===== src/rtl/countdown_mmss.sv =====
// countdown_mmss: BCD MM:SS countdown timer driven by the shared 1 Hz ena strobe.
// A value is loaded in BCD, counted down one second per tick while running, and
// expiry at 00:00 is flagged with a level (done) and a one-cycle pulse (expired).
// All outputs come straight from flops so the display path sees clean values.

module countdown_mmss #(
  parameter logic [7:0] MM_MAX = 8'h59
) (
  input  logic       clk,
  input  logic       reset,
  input  logic       ena,
  input  logic       load,
  input  logic [7:0] load_mm,
  input  logic [7:0] load_ss,
  input  logic       start,
  input  logic       pause,
  output logic [7:0] mm,
  output logic [7:0] ss,
  output logic       running,
  output logic       done,
  output logic       expired,
  output logic       load_err
);

  typedef enum logic [1:0] {
    ST_IDLE   = 2'd0,
    ST_RUN    = 2'd1,
    ST_PAUSED = 2'd2,
    ST_DONE   = 2'd3
  } state_t;

  state_t     state_q, state_d;
  logic [7:0] mm_q, mm_d;
  logic [7:0] ss_q, ss_d;
  logic       running_q, running_d;
  logic       done_q, done_d;
  logic       expired_q, expired_d;
  logic       load_err_q, load_err_d;

  // ------------------------------------------------------------------
  // Load validation: each of the four BCD nibbles must be a decimal digit,
  // and the two bytes must respect their range limits.
  // ------------------------------------------------------------------
  logic [15:0] load_word;
  logic [3:0]  nib_ok;
  logic        load_ok;

  assign load_word = {load_mm, load_ss};

  genvar gi;
  generate
    for (gi = 0; gi < 4; gi++) begin : g_nib_check
      assign nib_ok[gi] = (load_word[gi*4 +: 4] <= 4'd9);
    end
  endgenerate

  assign load_ok = (&nib_ok) && (load_ss <= 8'h59) && (load_mm <= MM_MAX);

  // ------------------------------------------------------------------
  // Value classification used by start and expiry decisions.
  // ------------------------------------------------------------------
  logic is_zero;
  logic is_one;

  assign is_zero = (mm_q == 8'h00) && (ss_q == 8'h00);
  assign is_one  = (mm_q == 8'h00) && (ss_q == 8'h01);

  // ------------------------------------------------------------------
  // Digit-wise BCD decrement by one second. Each digit wraps to its own
  // maximum (9 or 5) and borrows from the next; no binary arithmetic on
  // the full value, so nibbles never pass through A-F.
  // ------------------------------------------------------------------
  logic [3:0] ss_u_dec, ss_t_dec, mm_u_dec, mm_t_dec;
  logic       borrow_ss_u, borrow_ss_t, borrow_mm_u;

  // Borrow chain from seconds units up to minutes tens.
  always_comb begin
    ss_u_dec    = ss_q[3:0];
    ss_t_dec    = ss_q[7:4];
    mm_u_dec    = mm_q[3:0];
    mm_t_dec    = mm_q[7:4];
    borrow_ss_u = 1'b0;
    borrow_ss_t = 1'b0;
    borrow_mm_u = 1'b0;

    if (ss_q[3:0] != 4'd0) begin
      ss_u_dec = ss_q[3:0] - 4'd1;
    end else begin
      ss_u_dec    = 4'd9;
      borrow_ss_u = 1'b1;
    end

    if (borrow_ss_u) begin
      if (ss_q[7:4] != 4'd0) begin
        ss_t_dec = ss_q[7:4] - 4'd1;
      end else begin
        ss_t_dec    = 4'd5;
        borrow_ss_t = 1'b1;
      end
    end

    if (borrow_ss_t) begin
      if (mm_q[3:0] != 4'd0) begin
        mm_u_dec = mm_q[3:0] - 4'd1;
      end else begin
        mm_u_dec    = 4'd9;
        borrow_mm_u = 1'b1;
      end
    end

    // Minutes tens is non-zero whenever a borrow reaches it, because the
    // counter never decrements from 00:00; the guard keeps it a digit anyway.
    if (borrow_mm_u && (mm_q[7:4] != 4'd0)) begin
      mm_t_dec = mm_q[7:4] - 4'd1;
    end
  end

  // ------------------------------------------------------------------
  // Next-state decision, priority load > pause > start > ena. A load in
  // RUN is treated as absent, so lower-priority controls still apply.
  // ------------------------------------------------------------------
  always_comb begin
    state_d    = state_q;
    mm_d       = mm_q;
    ss_d       = ss_q;
    expired_d  = 1'b0;
    load_err_d = load_err_q;

    if (load && (state_q != ST_RUN)) begin
      if (load_ok) begin
        mm_d       = load_mm;
        ss_d       = load_ss;
        state_d    = ST_IDLE;
        load_err_d = 1'b0;
      end else begin
        load_err_d = 1'b1;
      end
    end else if (pause && (state_q == ST_RUN)) begin
      // Any ena on this cycle is dropped: pausing wins.
      state_d = ST_PAUSED;
    end else if (start && ((state_q == ST_IDLE) || (state_q == ST_PAUSED))) begin
      if (!is_zero) begin
        state_d = ST_RUN;
      end
    end else if (ena && (state_q == ST_RUN) && !is_zero) begin
      mm_d = {mm_t_dec, mm_u_dec};
      ss_d = {ss_t_dec, ss_u_dec};
      if (is_one) begin
        state_d   = ST_DONE;
        expired_d = 1'b1;
      end
    end
  end

  // Status flags are registered from the next state so they change on the
  // same edge as the state itself.
  assign running_d = (state_d == ST_RUN);
  assign done_d    = (state_d == ST_DONE);

  // State and output registers with synchronous reset.
  always_ff @(posedge clk) begin
    if (reset) begin
      state_q    <= ST_IDLE;
      mm_q       <= 8'h00;
      ss_q       <= 8'h00;
      running_q  <= 1'b0;
      done_q     <= 1'b0;
      expired_q  <= 1'b0;
      load_err_q <= 1'b0;
    end else begin
      state_q    <= state_d;
      mm_q       <= mm_d;
      ss_q       <= ss_d;
      running_q  <= running_d;
      done_q     <= done_d;
      expired_q  <= expired_d;
      load_err_q <= load_err_d;
    end
  end

  assign mm       = mm_q;
  assign ss       = ss_q;
  assign running  = running_q;
  assign done     = done_q;
  assign expired  = expired_q;
  assign load_err = load_err_q;

endmodule

===== config.mk =====
export PLATFORM = sky130hd
export DESIGN_NAME = countdown_mmss
export DESIGN_NICKNAME = d
export VERILOG_FILES = /design/src/rtl/countdown_mmss.sv
export SDC_FILE = /design/constraint.sdc
export NUM_CORES = 1
export LEC_CHECK = 0
export ABC_AREA = 1
export CORE_ASPECT_RATIO = 2
export CORE_MARGIN = 4
export CORE_UTILIZATION = 43
export CTS_CLUSTER_DIAMETER = 150
export CTS_CLUSTER_SIZE = 14
export DETAILED_ROUTE_END_ITERATION = 10
export DONT_BUFFER_PORTS = 1
export SLEW_MARGIN = 15
export SYNTH_ARGS = -nofsm -noshare
export SYNTH_HDL_FRONTEND = slang
export SYNTH_SLANG_ARGS = --single-unit

===== constraint.sdc =====
create_clock -name clk -period 3.3 [get_ports clk]
set_input_delay 0.66 -clock clk [delete_from_list [all_inputs] [get_ports clk]]
set_output_delay 0.66 -clock clk [all_outputs]
set_load 0.005 [all_outputs]

==> impl_metrics.py, run 1 <==
metrics = {
    "outcome": {
        "status": "finished clean",
    },
    "logic_synthesis": {
        "synth_warnings": 0,
        "synth_cell_types": 30,
        "ys_ff_latch": 22,
        "synth.avg_cell_area_um2": 6.40,
        "synth_fp_nets": 245,
        "ys_seq_area_share_pct": 31.2,
        "syn_inst": 221,
        "synth_area_mm2": 0.00141,
    },
    "floorplan": {
        "die_area_mm2": 0.00432,
        "pin_count": 42,
        "die_w_um": 48.5,
        "fp.dieH_um": 89.1,
        "initial_core_util_pct": 44.8,
        "num_rows": 29,
        "coreArea_mm2": 0.00316,
    },
    "detailed_routing": {
        "vias": 1361,
        "top_layer_used": "met4",
        "via_per_inst": 5.47,
        "route.detailed.drc": 0,
        "met1_length_um": 1330,
        "wirelength_um": 3820,
        "wl_per_cell_um": 15.3,
        "ant_nets": 0,
        "routed-wl-met3_um": 166,
        "drt-initial-drc-count": 45,
        "first_pass_iters": 4,
        "wl_met2_um": 2240,
    },
    "timing": {
        "finalHoldViolCount": 0,
        "final_max_slew_viol_count": 0,
        "fin_skew_ns": 0.00317,
        "min_period_ns": 1.84,
        "period_share_pct": 55.8,
        "max_freq_mhz": 543,
        "whs_ns": 0.448,
        "relSlewSlack_pct": 68.2,
        "tightest_slew_ns": 0.476,
        "rsz0062_at_grt": "false",
        "final-setup-viol-count": 0,
        "final.setup.tns_ns": 0,
    },
    "power_and_ir_drop": {
        "switching_share_pct": 38.1,
        "power_frac_seq_pct": 36.8,
        "pwr-share-comb_pct": 35.3,
        "cellLeakagePower_uw": 0.000671,
        "clkPwrFrac_pct": 28.0,
        "p_int_uw": 572,
        "p_per_area_mw_per_mm2": 623,
        "switching_power_uw": 352,
        "irDropWorstVdd_mv": 0.404,
    },
    "place": {
        "gp_congestion": 0.837,
        "port_buffers": 0,
        "dp_hpwl_um": 3040,
    },
    "setup_path": {
        "critPathLaunchType": "flop",
        "arrival_ns": 2.05,
        "cp-end-kind": "flop",
        "path_class": "reg -> reg",
        "required_ns": 3.51,
        "critPathMaxFanout": 25,
    },
    "finish": {
        "drive_gt1_share_pct": 11.0,
        "layout.nets": 243,
        "antenna_cells": 0,
        "synthToLayoutAreaGrowth_pct": 4.96,
    },
    "clock_network": {
        "cts.sinks": 22,
        "post-cts-setup-buffer-count": 0,
        "cts_tree": "yes",
        "h-tree-depth": 1,
        "ctsRootBufferMaster": "clkbuf_8",
        "hold_buffers": 0,
        "ctsLongestPathBuffers": 2,
        "cts.clk_slew.worst_paths_ns": 0.09,
        "cts_resized": 0,
        "cts_buffers": 3,
        "clock_latency_ns": 0.27,
    },
    "flow_run": {
        "max_cap_viol_count": 0,
    },
    "global_route": {
        "grt_usage_pct": 18.2,
        "grt-ovfl-total": 0,
        "antenna_found_initial": 0,
        "grt_pass1_wl_um": 6270,
        "grt_max_degree": 26,
        "grt_pass1_vias": 1447,
    },
    "worst_hold_path": {
        "min_path_type": "in -> reg",
    },
}
## stage by stage
step	cells	worst slack (ns)	utilization (%)	area (um2)	total power (uW)
final	249	1.46	47.0	1480	924
after floorplan	221	1.69	-	1410	614
after global placement	245	1.38	44.7	1410	661
after global routing	249	1.24	47.0	1480	991
after CTS	249	1.48	47.0	1480	928
after detailed placement	245	1.30	44.7	1410	671
## power groups by stage
stage,registers (uW),logic [uW],clock network (uW)
2_1_floorplan,336,278,0
3_3_place_gp,347,314,0
3_5_place_dp,348,323,0
4_1_cts,342,325,262
5_1_grt,345,376,269
6_report,340,326,258
## registers in the layout, summed over array words and instances (netlist names)
signal,cells
running,1
state_q,2
ss,8
expired,1
load_err,1
done,1
mm,8
## critical path, stage by stage, from the launching register on
cell,delay [ns]
dfxtp_1,0.37
nand2_1,0.10
nand2_2,0.37
nor2_1,0.15
nor2_4,0.30
nand3_2,0.21
nand2_1,0.10
nand2_1,0.06
nor2_1,0.11
## layout by cell type, fill, tap and decap left out, types with 5 or more instances in the layout
cell type   n
nand3_1    10
dfxtp_1    22
a21oi_1     7
o21ai_0    14
nand4_1     8
nor2_1     28
o21ai_1     8
nand2_1    61
inv_1      19
nand2_2     5
## worst paths after layout
| path | startpoint | to | slack [ns] | cells after the start |
|---|---|---|---|---|
| hold reg to reg | load_err | load_err | 0.50 | 2 |
| hold / removal | reset | state_q[1] | 0.45 | 1 |
| setup reg to reg | state_q[0] | mm[2] | 1.46 | 8 |
| setup / recovery | state_q[0] | mm[2] | 1.46 | 8 |
## logic make-up (layout without fill, tap and decap cells)
| family | after synthesis | in the layout | share of synthesized area, % |
|---|---|---|---|
| AND/OR/NAND/NOR | 125 | 125 | 41.4 |
| AO/OA/AOI/OAI | 36 | 36 | 14.1 |
| buffers and inverters | 33 | 30 | 9.73 |
| flip-flops | 22 | 22 | 31.2 |
| XOR/XNOR | 3 | 3 | 1.86 |
| adder cells (fa/ha/maj) | 2 | 2 | 1.77 |
## metal layers
metal | track usage [%] | up-vias
met3 | 3.34 | 7
met2 | 36.8 | 35
met5 | 0 | -
met4 | 8.33 | 0
met1 | 17.0 | 616
li1 | - | 703
## synthesized netlist by cell type, drive strengths merged
master / instances / area (um2)
a31oi: 1 / 6.26
dfxtp: 22 / 440
o22a: 2 / 17.5
nor2: 34 / 163
a21boi: 1 / 7.51
o21ai: 22 / 110
nand2: 68 / 283
clkinv: 3 / 11.3
a21oi: 8 / 43.8
xor2: 2 / 17.5
o22ai: 1 / 6.26
clkbuf: 1 / 3.75
nand3b: 1 / 7.51
nor4: 2 / 12.5
nand3: 12 / 70.1
o21a: 1 / 7.51
inv: 23 / 86.3
nand4: 8 / 50.1
ha: 2 / 25.0
buf: 6 / 36.3
xnor2: 1 / 8.76
## final cells by class
type / count / area [um2]
clock buffer: 3 / 41.3
clock inverter: 1 / 30.0
fill: 344 / 1670
inverter: 26 / 97.6
multi-input combinational: 166 / 836
sequential: 22 / 440
tap: 31 / 38.8
No activity file was read; power rests on OpenSTA's default activity.
==> inputs of run 2 (changes only) <==
==> constraint.sdc (replaced) <==
create_clock -name clk -period 1.6 [get_ports clk]
set_input_delay 0.32 -clock clk [delete_from_list [all_inputs] [get_ports clk]]
set_output_delay 0.32 -clock clk [all_outputs]
set_load 0.005 [all_outputs]
==> impl_metrics.py, run 2 (same netlist as run 1, synthesis figures left out) <==
metrics = {
    "global_route": {
        "grt-ovfl-total": 0,
        "grt_pass1_wl_um": 5990,
        "grt_max_degree": 15,
        "grt_pass1_vias": 1403,
        "grt_usage_pct": 17.5,
        "antenna_found_initial": 0,
    },
    "timing": {
        "period_share_pct": 92.0,
        "final_max_slew_viol_count": 0,
        "final.setup.tns_ns": 0,
        "fin_skew_ns": 0.00539,
        "setup_slack_ns": 0.128,
        "min_period_ns": 1.47,
        "finalHoldViolCount": 0,
        "whs_ns": 0.115,
        "final-setup-viol-count": 0,
        "tightest_slew_ns": 0.427,
        "relSlewSlack_pct": 71.2,
        "max_freq_mhz": 679,
    },
    "floorplan": {
        "num_rows": 29,
        "pin_count": 42,
        "die_area_mm2": 0.00432,
        "fp.dieH_um": 89.1,
        "coreArea_mm2": 0.00316,
        "die_w_um": 48.5,
        "initial_core_util_pct": 44.8,
    },
    "detailed_routing": {
        "vias": 1451,
        "first_pass_iters": 4,
        "wirelength_um": 3810,
        "route.detailed.drc": 0,
        "ant_nets": 0,
        "drt-initial-drc-count": 36,
        "via_per_inst": 5.48,
        "wl_per_cell_um": 14.4,
    },
    "clock_network": {
        "cts_tree": "yes",
        "clock_latency_ns": 0.26,
        "h-tree-depth": 1,
        "cts.sinks": 22,
        "ctsRootBufferMaster": "clkbuf_8",
        "ctsLongestPathBuffers": 2,
        "cts.clk_slew.worst_paths_ns": 0.08,
        "hold_buffers": 0,
        "cts_buffers": 3,
    },
    "finish": {
        "final_common_cell": "nand2_1",
        "drive_gt1_share_pct": 19.2,
        "post-route-util_pct": 52.1,
        "final_cell_mix": "nand2_1, nor2_1, dfxtp_1",
        "antenna_cells": 0,
        "synthToLayoutAreaGrowth_pct": 16.4,
        "layout.nets": 260,
    },
    "outcome": {
        "status": "finished clean",
    },
    "setup_path": {
        "cp-end-kind": "flop",
        "reg2reg_to": "ss[3]",
        "rr_worst_depth": 11,
        "required_ns": 1.76,
        "r2r_start": "mm[5]",
        "arrival_ns": 1.64,
        "r2r_slack_ns": 0.13,
        "critPathMaxFanout": 7,
        "critPathLaunchType": "flop",
        "path_class": "reg -> reg",
    },
    "worst_hold_path": {
        "min_to": "ss[2]",
        "min_path_type": "in -> reg",
        "min_from": "reset",
        "hold-path-cell-count": 1,
    },
    "power_and_ir_drop": {
        "cellLeakagePower_uw": 0.000764,
        "irDropWorstVdd_mv": 0.653,
        "p_per_area_mw_per_mm2": 1140,
    },
    "place": {
        "dp_slack_ns": 0.0258,
        "port_buffers": 0,
        "gp_congestion": 0.878,
        "dp_hpwl_um": 3030,
    },
    "flow_run": {
        "max_cap_viol_count": 0,
    },
}
[run 2: layout make-up]
cell class | instances | area, um2
Fill cell | 314 | 1510
Tap cell | 31 | 38.8
Timing Repair Buffer | 16 | 133
Inverter | 26 | 97.6
Sequential cell | 22 | 442
Multi-Input combinational cell | 167 | 893
Clock buffer | 3 | 41.3
[run 2: repair_timing]
item,in CTS,in global routing
endpoints found under the setup margin,0,19
setup buffers,0,4
gates resized for setup,0,10
[run 2: critical path: stages (launching register included)]
cell and delay, ns:
dfxtp_2 0.33, inv_2 0.07, ha_1 0.16, nand3_2 0.09, nor2_2 0.13, nand2_2 0.09
nand2_4 0.13, nand2_8 0.10, nand2_4 0.11, nand2_1 0.05, o21ai_1 0.07, nor2_1 0.05
[run 2: power breakdown]
group / internal, uW / leakage (uW) / switching, uW
registers: 616 / 0.000180 / 64.9
clock network: 168 / 0.0000216 / 172
logic: 337 / 0.000563 / 515
total: 1120 / 0.000764 / 752
[run 2: metrics by stage]
step / instance area [um2] / std cells / total power [uW]
global placement: 1500 / 257 / 1430
CTS: 1540 / 260 / 1790
floorplan: 1410 / 221 / 1270
finish: 1650 / 265 / 1870
detailed placement: 1500 / 257 / 1440
global route: 1650 / 265 / 2020
[run 2: how the worst max path moves through the flow]
| stage | cells after the start | startpoint | endpoint | slack (ns) |
|---|---|---|---|---|
| 2_1_floorplan | 11 | mm[4] | ss[6] | 0.16 |
| 4_1_cts | 11 | mm[5] | ss[3] | 0.002 |
| 3_3_place_gp | 11 | mm[4] | mm[0] | 0.08 |
| 5_1_grt | 11 | mm[5] | mm[1] | -0.001 |
| 6_report | 11 | mm[5] | ss[3] | 0.13 |
| 3_5_place_dp | 11 | mm[5] | ss[3] | 0.03 |
[run 2: per-layer routing]
layer  wire (um)  track usage [%]
met3         174             3.01
met5           0                0
met1        1320             16.5
met2        2220             35.7
met4         103             7.11
==> inputs of run 3 (changes only) <==
--- a/config.mk
+++ b/config.mk
@@ -6,13 +6,13 @@
 export NUM_CORES = 1
 export LEC_CHECK = 0
 export ABC_AREA = 1
-export CORE_ASPECT_RATIO = 2
 export CORE_MARGIN = 4
-export CORE_UTILIZATION = 43
+export CORE_UTILIZATION = 55
 export CTS_CLUSTER_DIAMETER = 150
 export CTS_CLUSTER_SIZE = 14
 export DETAILED_ROUTE_END_ITERATION = 10
 export DONT_BUFFER_PORTS = 1
+export PLACE_DENSITY = 0.73
 export SLEW_MARGIN = 15
 export SYNTH_ARGS = -nofsm -noshare
 export SYNTH_HDL_FRONTEND = slang
==> impl_metrics.py, run 3 (same netlist as run 1, synthesis figures left out) <==
metrics = {
    "power_and_ir_drop": {
        "p_int_uw": 1210,
        "irDropWorstVdd_mv": 0.743,
        "power_frac_seq_pct": 34.6,
        "cellLeakagePower_uw": 0.000773,
        "pwr-share-comb_pct": 43.2,
        "p_per_area_mw_per_mm2": 1190,
        "clkPwrFrac_pct": 22.2,
        "total_power_uw": 1980,
        "switching_share_pct": 39.0,
        "switching_power_uw": 774,
    },
    "clock_network": {
        "hold_buffers": 0,
        "cts_tree": "yes",
        "ctsLongestPathBuffers": 2,
        "h-tree-depth": 1,
        "clock_latency_ns": 0.32,
        "cts_buffers": 3,
        "ctsRootBufferMaster": "clkbuf_4",
        "cts.sinks": 22,
        "cts.clk_slew.worst_paths_ns": 0.13,
    },
    "finish": {
        "antenna_cells": 0,
        "synthToLayoutAreaGrowth_pct": 17.9,
        "layout.nets": 260,
        "post-route-util_pct": 67.9,
        "final_area_mm2": 0.00167,
        "final_cell_mix": "nand2_1, nor2_1, dfxtp_1",
        "final_common_cell": "nand2_1",
        "drive_gt1_share_pct": 19.6,
    },
    "place": {
        "gp_congestion": 0.870,
        "dp_hpwl_um": 2620,
        "dp_slack_ns": 0.0224,
        "dpl_cell_area_mm2": 0.00148,
        "port_buffers": 0,
    },
    "detailed_routing": {
        "wl_met2_um": 1800,
        "ant_nets": 0,
        "drt-initial-drc-count": 74,
        "routed-wl-met3_um": 284,
        "met1_length_um": 1480,
        "via_per_inst": 5.48,
        "route.detailed.drc": 0,
        "wirelength_um": 3600,
        "first_pass_iters": 4,
        "wl_per_cell_um": 13.6,
        "top_layer_used": "met4",
        "vias": 1452,
    },
    "timing": {
        "finalHoldViolCount": 0,
        "final-setup-viol-count": 0,
        "whs_ns": 0.0426,
        "relSlewSlack_pct": 74.4,
        "tightest_slew_ns": 0.380,
        "max_freq_mhz": 667,
        "min_period_ns": 1.50,
        "setup_slack_ns": 0.101,
        "fin_skew_ns": 0.00597,
        "period_share_pct": 93.7,
        "rsz0062_at_grt": "true",
        "final_max_slew_viol_count": 0,
    },
    "floorplan": {
        "initial_core_util_pct": 57.6,
        "coreArea_mm2": 0.00245,
        "num_rows": 18,
        "fp.dieH_um": 58.7,
        "pin_count": 42,
        "die_w_um": 58.7,
        "die_area_mm2": 0.00345,
    },
    "setup_path": {
        "critPathMaxFanout": 11,
        "r2r_start": "state_q[1]",
        "required_ns": 1.86,
        "arrival_ns": 1.76,
        "critPathLaunch": "state_q[1]",
        "path_class": "reg -> reg",
        "critPathLaunchType": "flop",
        "cp-end-kind": "flop",
    },
    "worst_hold_path": {
        "min_path_type": "in -> reg",
        "min_from": "reset",
    },
    "global_route": {
        "grt_usage_pct": 22.0,
        "grt-ovfl-total": 0,
        "grt_pass1_vias": 1454,
        "grt_pass1_wl_um": 6040,
        "grt_max_degree": 15,
        "antenna_found_initial": 0,
    },
    "flow_run": {
        "max_cap_viol_count": 0,
    },
    "outcome": {
        "status": "finished clean",
    },
}
-- run 3: routing by layer --
layer	track usage, %	vias up
li1	-	747
met1	27.4	641
met2	37.5	59
met3	4.61	5
met4	7.77	0
met5	0	-
-- run 3: per-stage QoR --
step / setup TNS [ns] / cells
2_1_floorplan: 0 / 221
3_3_place_gp: 0 / 253
3_5_place_dp: 0 / 253
4_1_cts: 0 / 261
5_1_grt: -0.0444 / 265
6_report: 0 / 265
-- run 3: power groups by stage --
stage | clock (uW) | combinational, uW | sequential, uW
floorplan | 0 | 574 | 693
global placement | 0 | 697 | 694
detailed placement | 0 | 717 | 697
CTS | 444 | 753 | 684
global route | 463 | 961 | 699
finish | 440 | 856 | 687
-- run 3: layout make-up --
class / count / area, um2
Fill cell: 225 / 788
Inverter: 26 / 100
Multi-Input combinational cell: 167 / 902
Sequential cell: 22 / 442
Clock inverter: 1 / 30.0
Timing Repair Buffer: 16 / 133
Clock buffer: 3 / 22.5
Tap cell: 30 / 37.5
-- run 3: path summary, 6_finish.rpt --
check | endpoint | slack, ns | depth (start not counted)
hold / removal | ss[2] | 0.04 | 1
hold reg to reg | load_err | 0.50 | 2
setup reg to reg | ss[1] | 0.10 | 10
setup / recovery | ss[1] | 0.10 | 10
-- run 3: worst max-delay path, cell delays in order (launching register included) --
cell and delay, ns:
dfxtp_1 0.36, inv_2 0.04, nand2_1 0.10, nand2_4 0.12, nor2_1 0.23, nor2_4 0.07
buf_4 0.15, buf_4 0.13, nand3_1 0.06, nand2_1 0.06, a21oi_2 0.11
-- run 3: what timing repair did --
item,4_1_cts,5_1_grt
pin swaps,1,3
endpoints found under the setup margin,2,18
setup buffers,4,3
gates cloned,0,1
resized for setup,1,12
